==> config.mk <==
export PLATFORM = sky130hd
export DESIGN_NAME = contador_arbitro
export DESIGN_NICKNAME = d
export VERILOG_FILES = /design/src/rtl/contador_pkg.sv /design/src/rtl/contador_carga.sv /design/src/rtl/contador_arbitro.sv
export SDC_FILE = /design/constraint.sdc
export NUM_CORES = 1
export LEC_CHECK = 0
export BUFFER_PORTS_ARGS = -buffer_cell sky130_fd_sc_hd__buf_4
export CAP_MARGIN = 30
export CORE_MARGIN = 2
export CORE_UTILIZATION = 51
export DETAILED_ROUTE_END_ITERATION = 10
export GPL_TIMING_DRIVEN = 0
export PLACE_DENSITY_LB_ADDON = 0.15
export RECOVER_POWER = 50
export SYNTH_ARGS = -nofsm -noshare
export SYNTH_HDL_FRONTEND = slang
export SYNTH_HIERARCHICAL = 1
export SYNTH_SLANG_ARGS = --single-unit
export TNS_END_PERCENT = 1
==> constraint.sdc <==
create_clock -name clk -period 3.6 [get_ports clk]
set_clock_uncertainty 0.05 [all_clocks]
set_input_delay 0.18 -clock clk [delete_from_list [all_inputs] [get_ports clk]]
set_output_delay 0.18 -clock clk [all_outputs]
set_load 0.1 [all_outputs]
==> src/rtl/contador_pkg.sv <==
// contador_pkg: shared types and default sizing for the contador_arbitro
// scheduler and its interval counter.
package contador_pkg;

  // Scheduler states: waiting for a request, counting an interval, and the
  // single completion cycle that carries the done pulse.
  typedef enum logic [1:0] {
    IDLE = 2'd0,
    RUN  = 2'd1,
    DONE = 2'd2
  } estado_t;

  // Default counter width (longest interval is 2^N - 1 cycles).
  localparam int CONT_N_DEF = 6;

  // Default number of requesters sharing the counter.
  localparam int CONT_R_DEF = 2;

  // Round-robin index helper: the requester 'paso' positions after 'base',
  // wrapping modulo 'r'.
  function automatic int rr_indice(input int base, input int paso, input int r);
    return (base + paso) % r;
  endfunction

endpackage

==> src/rtl/contador_carga.sv <==
// contador_carga: N-bit up counter with synchronous clear and count enable.
// Reset is synchronous and active-low. Clear has priority over enable.
module contador_carga
  import contador_pkg::*;
#(
  parameter int N = CONT_N_DEF
) (
  input  logic         clk,
  input  logic         reset,
  input  logic         clr,
  input  logic         en,
  output logic [N-1:0] cont
);

  // Count register: reset and clear force zero, enable advances by one.
  always_ff @(posedge clk) begin
    if (!reset) begin
      cont <= '0;
    end else if (clr) begin
      cont <= '0;
    end else if (en) begin
      cont <= cont + N'(1);
    end
  end

endmodule

==> src/rtl/contador_arbitro.sv <==
// contador_arbitro: round-robin scheduler sharing one contador_carga interval
// counter among R requesters. A winner gets gnt for L cycles (L = its len,
// with 0 treated as 1), then a one-cycle done pulse, then the block idles.
//
// Optional feature: define CONTADOR_ABORT_EN to let the granted requester end
// its interval early by dropping req while the count is running. Without the
// macro, req is ignored during RUN and every interval runs its full length.
module contador_arbitro
  import contador_pkg::*;
#(
  parameter int N = CONT_N_DEF,
  parameter int R = CONT_R_DEF
) (
  input  logic           clk,
  input  logic           reset,
  input  logic [R-1:0]   req,
  input  logic [R*N-1:0] len,
  output logic [R-1:0]   gnt,
  output logic [R-1:0]   done,
  output logic           busy,
  output logic [N-1:0]   cont
);

  localparam int PW = (R > 1) ? $clog2(R) : 1;

  estado_t       state;
  logic [PW-1:0] ptr;
  logic [PW-1:0] win_idx;
  logic [N-1:0]  lat_len;

  logic [PW-1:0] win_sel;
  logic          req_any;
  logic [N-1:0]  len_sel;
  logic          terminal;
  logic          abort;
  logic          fin_run;
  logic          cnt_clr;
  logic          cnt_en;

  function automatic logic [R-1:0] onehot(input logic [PW-1:0] i);
    logic [R-1:0] v;
    v    = '0;
    v[i] = 1'b1;
    return v;
  endfunction

  // Winner search: first set req bit after ptr, wrapping. Scanning from the
  // far end and overwriting leaves the nearest candidate as the result.
  always_comb begin
    win_sel = '0;
    req_any = 1'b0;
    for (int k = R; k >= 1; k--) begin
      if (req[rr_indice(int'(ptr), k, R)]) begin
        win_sel = PW'(rr_indice(int'(ptr), k, R));
        req_any = 1'b1;
      end
    end
  end

  assign len_sel  = len[int'(win_sel)*N +: N];
  assign terminal = (cont == (lat_len - N'(1)));

`ifdef CONTADOR_ABORT_EN
  assign abort = ~req[win_idx];
`else
  assign abort = 1'b0;
`endif

  assign fin_run = terminal | abort;

  // Counter sequencing: count only in RUN; an abort edge freezes the value,
  // every other way out of RUN and every non-RUN cycle clears it.
  always_comb begin
    cnt_clr = 1'b1;
    cnt_en  = 1'b0;
    if (state == RUN) begin
      if (abort) begin
        cnt_clr = 1'b0;
      end else if (!terminal) begin
        cnt_clr = 1'b0;
        cnt_en  = 1'b1;
      end
    end
  end

  contador_carga #(
    .N(N)
  ) u_contador (
    .clk  (clk),
    .reset(reset),
    .clr  (cnt_clr),
    .en   (cnt_en),
    .cont (cont)
  );

  // Scheduler FSM with registered grant, done and busy outputs; the pointer
  // moves to each new winner so it has lowest priority next time.
  always_ff @(posedge clk) begin
    if (!reset) begin
      state   <= IDLE;
      gnt     <= '0;
      done    <= '0;
      busy    <= 1'b0;
      ptr     <= PW'(R - 1);
      win_idx <= '0;
      lat_len <= '0;
    end else begin
      case (state)
        IDLE: begin
          done <= '0;
          if (req_any) begin
            win_idx <= win_sel;
            ptr     <= win_sel;
            lat_len <= (len_sel == '0) ? N'(1) : len_sel;
            gnt     <= onehot(win_sel);
            busy    <= 1'b1;
            state   <= RUN;
          end
        end
        RUN: begin
          if (fin_run) begin
            gnt   <= '0;
            done  <= onehot(win_idx);
            state <= DONE;
          end
        end
        DONE: begin
          done  <= '0;
          busy  <= 1'b0;
          state <= IDLE;
        end
        default: begin
          gnt   <= '0;
          done  <= '0;
          busy  <= 1'b0;
          state <= IDLE;
        end
      endcase
    end
  end

endmodule

==> results of run 1 <==
## cells in the final DEF, fill, tap and decap left out, drive strengths merged, types with 3 or more instances in the layout
cell type / count
a21boi: 4
a21oi: 5
buf: 16
clkbuf: 17
dfxtp: 21
inv: 3
mux2i: 8
nand2: 13
nand2b: 3
nand3: 7
nor2: 11
nor3: 3
o211a: 5
o21ai: 5
xnor2: 6
xor2: 5
## logic make-up (layout without fill, tap and decap cells)
group	count (synthesis)	count (layout)	synth area share [%]
AO/OA/AOI/OAI	26	26	17.5
XOR/XNOR	11	11	8.70
adder cells (fa/ha/maj)	2	2	2.26
buffers and inverters	6	36	2.15
flip-flops	21	21	38.0
multiplexers	8	8	7.23
AND/OR/NAND/NOR	49	49	24.2
## per-layer routing
metal / global-route usage [%] / up-vias
li1: - / 503
met1: 22.9 / 472
met2: 34.9 / 26
met3: 3.87 / 4
met4: 9.01 / 0
met5: 0 / -
## final cells by class
type	instances	area (µm²)	share of cell area, %
clock buffer	4	26.3	1.99
inverter	3	11.3	0.852
buffer	3	12.5	0.947
timing repair buffer	26	154	11.6
sequential	21	420	31.8
multi-input combinational	96	663	50.2
tap	27	33.8	2.56
## stage by stage
stage	cell area [µm²]	worst slack, ns	hold WS [ns]	utilization, %
after floorplan	1110	0.552	0.300	-
after global placement	1340	0.778	0.405	66.8
after detailed placement	1340	0.666	0.413	66.8
after CTS	1360	0.634	0.105	68.1
after global routing	1320	0.417	0.147	66.0
final	1320	0.627	0.129	66.0
## worst min-delay path, stage by stage
cell and delay (ns):
buf_4 0.09, a21oi_1 0.05, o21ai_0 0.12
## power breakdown
group	total, µW	internal, µW	switching, µW
registers	274	252	22.1
clock network	112	43.2	68.8
logic	181	68.2	113
total	567	363	204
## sequential cells by signal, summed over array words and instances (netlist names)
signal,cells
lat_len,6
u_contador/cont,6
done,2
gnt,2
state,2
busy,1
ptr,1
win_idx,1
## how the worst max path moves through the flow
stage | start | to | slack (ns) | cells after the start
after floorplan | u_contador/cont[2]$_SDFFE_PP0P_ | u_contador/cont[5]$_SDFFE_PP0P_ | 0.55 | 8
after global placement | lat_len[0]$_SDFFE_PN0P_ | u_contador/cont[5]$_SDFFE_PP0P_ | 0.78 | 10
after detailed placement | lat_len[0]$_SDFFE_PN0P_ | u_contador/cont[5]$_SDFFE_PP0P_ | 0.67 | 10
after CTS | lat_len[0]$_SDFFE_PN0P_ | u_contador/cont[5]$_SDFFE_PP0P_ | 0.63 | 10
after global routing | lat_len[0]$_SDFFE_PN0P_ | u_contador/cont[5]$_SDFFE_PP0P_ | 0.42 | 10
final | lat_len[0]$_SDFFE_PN0P_ | u_contador/cont[5]$_SDFFE_PP0P_ | 0.63 | 10
==> metrics, run 1 <==
status=finished, final reports clean; fin crit share=82.6%; Final Hold Viols=0; RSZ-0062 raised after global routing=no; Min-Delay Startpoint=req[1]; Hold Path Stages=3; crit-path max FO=7; share of the synthesized area in the top cell type=38.0%; TritonCTS Buffers=3; Placed Cells incl. Taps=176; hold path endpoint=ptr$_SDFFE_PN1P_; Tightest Pin Transition=1.16 ns; top cells by area, synth=dfxtp_1, mux2i_1, xnor2_1; via count=1005; Pre-antenna DRT Iters=4; GRT Util Overall=19.8%; crit path kind=flop to flop; H-tree level count=1; Synth top cells by count=dfxtp_1, nand2_1, nor2_1, mux2i_1, nand3_1; Cell Area, Synth=1110 µm²; GR Overflow Total=0; Min-Delay Path Class=input port to flop; Max Cap Viol=0; EDFF count, synth=0; DP HPWL=1870 µm; Clk Latency, worst-skew pair=0.30 ns; IO Port Bufs=26; Rows=16; CTS root buf=clkbuf_4; RD Place Congestion=0.789; pin count of the biggest net entering global routing=12; antenna violations before repair=0; nets=172; FF+latch count, synth=21; sequential share of the synthesized area=38.0%; worst path required time=3.78 ns; Cell Count, Final, Fillers Out=180; uppermost routed layer=met4; 1st-iter DRT viols=11; first-pass GRT wire length=3800 µm; CTS tree=done; met3 WL post-DR=100 µm; die width=50.6 µm; path depth of the worst reg2reg path=10; hold buffer count at CTS=0; metal2 WL=1130 µm; post-CTS setup buffer count=0; r2r endpoint=u_contador/cont[5]$_SDFFE_PP0P_; endpoints failing setup=0; pwr/cell area=429 nW/µm²; final slew viol count=0; Worst setup SP type=flop; Worst R2R Start=lat_len[0]$_SDFFE_PN0P_; ys flop type=dfxtp_1; slowest cell on the critical path=nor3b_1; setup TNS=0 ns; Synth area leader=dfxtp_1; Die Height=50.6 µm; Routed Antenna Nets=0; IO Pins=27; residual DRC count=0; Routed WL=2270 µm; share of cells above drive strength 1=16.3%; Worst Setup End Kind=flop; Max stage delay on crit path=0.63 ns; WL met1=999 µm; Post-Synthesis Cells=123; warnings from Yosys=6; vias per inst=5.58; maximum vdd drop=0.000279 V; post-CTS sizing=0; Clock Path Buffers=2; Avg Cell Area, Syn=9.00 µm²; clock slew at reported path FFs=0.11 ns; vias in the first global route=926; Initial Util=55.3%; Worst EP arrival=3.16 ns; core area=2000 µm²; Static Leak=0.000559 µW; Tot Pwr=567 µW; syn_nets=141; library cells used by synthesis=36; Ant. Diodes=0; CP Cell Sequence=inv_1, ha_1, xnor2_1, a221oi_1, a41oi_2, nor2_4, nor3b_1, nand4_2, or3_1, a21oi_1; R2R setup slack=0.63 ns; Area Growth Syn to Fin=19.3%; critical path buffer and inverter count=1; CP top delay family=simple AND/OR/NAND/NOR gates; fmax=336 MHz; Max-slew headroom=22.8%; minimum clock period after layout=2.97 ns; fraction of registers with async set/reset=0%; most frequent cell after synthesis=dfxtp_1; wire per inst=12.6 µm; full die area=2560 µm²; Filler cells=206; Sink Count=21
No activity file was read; power rests on OpenSTA's default activity.
==> inputs of run 2 (changes only) <==
Clock period 3.6 ns to 3.09 ns, I/O delays scaled along.
==> metrics, run 2 (synthesized netlist as in run 1, its figures left out) <==
clock slew at reported path FFs=0.12 ns; Max stage delay on crit path=0.45 ns; pin count of the biggest net entering global routing=12; Pint=424 µW; CP Cell Sequence=inv_1, ha_1, xnor2_1, a221oi_1, a41oi_2, nor2_4, nor3b_2, nand4_2, or3_1, a21oi_1; grt peak-use layer=met2; Min-Delay Path Class=input port to flop; full die area=2560 µm²; Clock Path Buffers=2; first-pass GRT wire length=3800 µm; share of cells above drive strength 1=17.0%; Sw Ratio=36.1%; RSZ-0062 raised after global routing=no; Routed Antenna Nets=0; H-tree level count=1; grt met2 use=34.9%; setup TNS=0 ns; IO Pins=27; worst path required time=3.28 ns; Max-slew headroom=22.8%; fmax=373 MHz; Initial Util=55.3%; met3 Usage GRT=3.87%; final slew viol count=0; sequential group share of total power=48.1%; minimum clock period after layout=2.68 ns; GRT Util Overall=19.8%; Static Leak=0.000563 µW; TritonCTS Buffers=3; Max Cap Viol=0; Clock power frac=19.9%; Pre-antenna DRT Iters=4; Clk Latency, worst-skew pair=0.30 ns; DP HPWL=1870 µm; commonest cells after routing, fill and taps aside=dfxtp_1, buf_4, clkbuf_1; status=finished, final reports clean; nets=172; pwr/cell area=500 nW/µm²; Global Route met1 Usage=22.9%; slowest cell on the critical path=dfxtp_1; crit path kind=flop to flop; Psw=239 µW; combinational power share=32.0%; Tot Pwr=663 µW; residual DRC count=0; hold buffer count at CTS=0; endpoints failing setup=0; Worst Setup End Kind=flop; GR Overflow Total=0; RD Place Congestion=0.789; vias per inst=5.61; Worst setup SP type=flop; Worst EP arrival=2.87 ns; CTS tree=done; Die Height=50.6 µm; IO Port Bufs=26; most common cell after layout, fill and taps aside=dfxtp_1; vias in the first global route=926; Final Hold Viols=0; crit-path max FO=7; Routed WL=2290 µm; Area Growth Syn to Fin=19.8%; fin crit share=86.8%; antenna violations before repair=0; die width=50.6 µm; 1st-iter DRT viols=11; Ant. Diodes=0; Tightest Pin Transition=1.16 ns; Rows=16; biggest regs=lat_len x6, u_contador/cont x6; maximum vdd drop=0.000329 V; via count=1009; Sink Count=21; CTS root buf=clkbuf_4; core area=2000 µm²; wire per inst=12.7 µm
-- run 2: cell counts in the layout (fill, tap and decap cells not counted) --
No cell type changed its count.
-- run 2: repair_timing --
item | 4_1_cts | 5_1_grt
setup buffers | 0 | 0
setup endpoints to repair | 0 | 1
gates resized for setup | 0 | 1
-- run 2: final timing paths --
check / from / endpoint / slack, ns / cells past startpoint
worst max register to register: lat_len[0]$_SDFFE_PN0P_ / u_contador/cont[5]$_SDFFE_PP0P_ / 0.41 / 10
worst min-delay path: req[1] / ptr$_SDFFE_PN1P_ / 0.10 / 3
worst max-delay path: lat_len[0]$_SDFFE_PN0P_ / u_contador/cont[5]$_SDFFE_PP0P_ / 0.41 / 10
worst min register to register: busy$_SDFFE_PN0P_ / busy$_SDFFE_PN0P_ / 0.43 / 2
-- run 2: final cells by class --
cell class | instances | area, µm²
fillers | 205 | 676
multi-input cells | 96 | 668
flip-flops and latches | 21 | 420
repair buffers | 26 | 154
well taps | 27 | 33.8
clock buffers | 4 | 26.3
plain buffers | 3 | 12.5
inverters | 3 | 11.3
-- run 2: power by group through the flow --
stage	registers (µW)	logic, µW	clock network, µW
global route	323	230	145
CTS	319	219	136
global placement	323	212	0
finish	319	212	132
floorplan	370	119	0
detailed placement	325	219	0
-- run 2: routing by layer --
layer | share of wire, % | wire (µm)
met2 | 50 | 1150
met4 | 1.8 | 42
met5 | 0 | 0
met3 | 5.4 | 124
met1 | 43 | 976
-- run 2: worst max-delay path: cells and delay by family, from the launching register on --
| family | cells | cell delay [ns] |
|---|---|---|
| buf+inv | 1 | 0.07 |
| flops | 1 | 0.45 |
| compound gates | 3 | 0.53 |
| fa+ha+maj | 1 | 0.26 |
| simple gates | 4 | 1.06 |
| xor+xnor | 1 | 0.19 |
-- run 2: metrics by stage --
stage	area (µm²)	std cells	util [%]	worst slack, ns	hold WS (ns)
2_1_floorplan	1110	123	-	0.0420	0.275
3_3_place_gp	1340	176	66.8	0.268	0.395
3_5_place_dp	1340	176	66.8	0.156	0.400
4_1_cts	1360	180	68.1	0.124	0.0791
5_1_grt	1330	180	66.3	0.268	0.122
6_report	1330	180	66.3	0.408	0.105
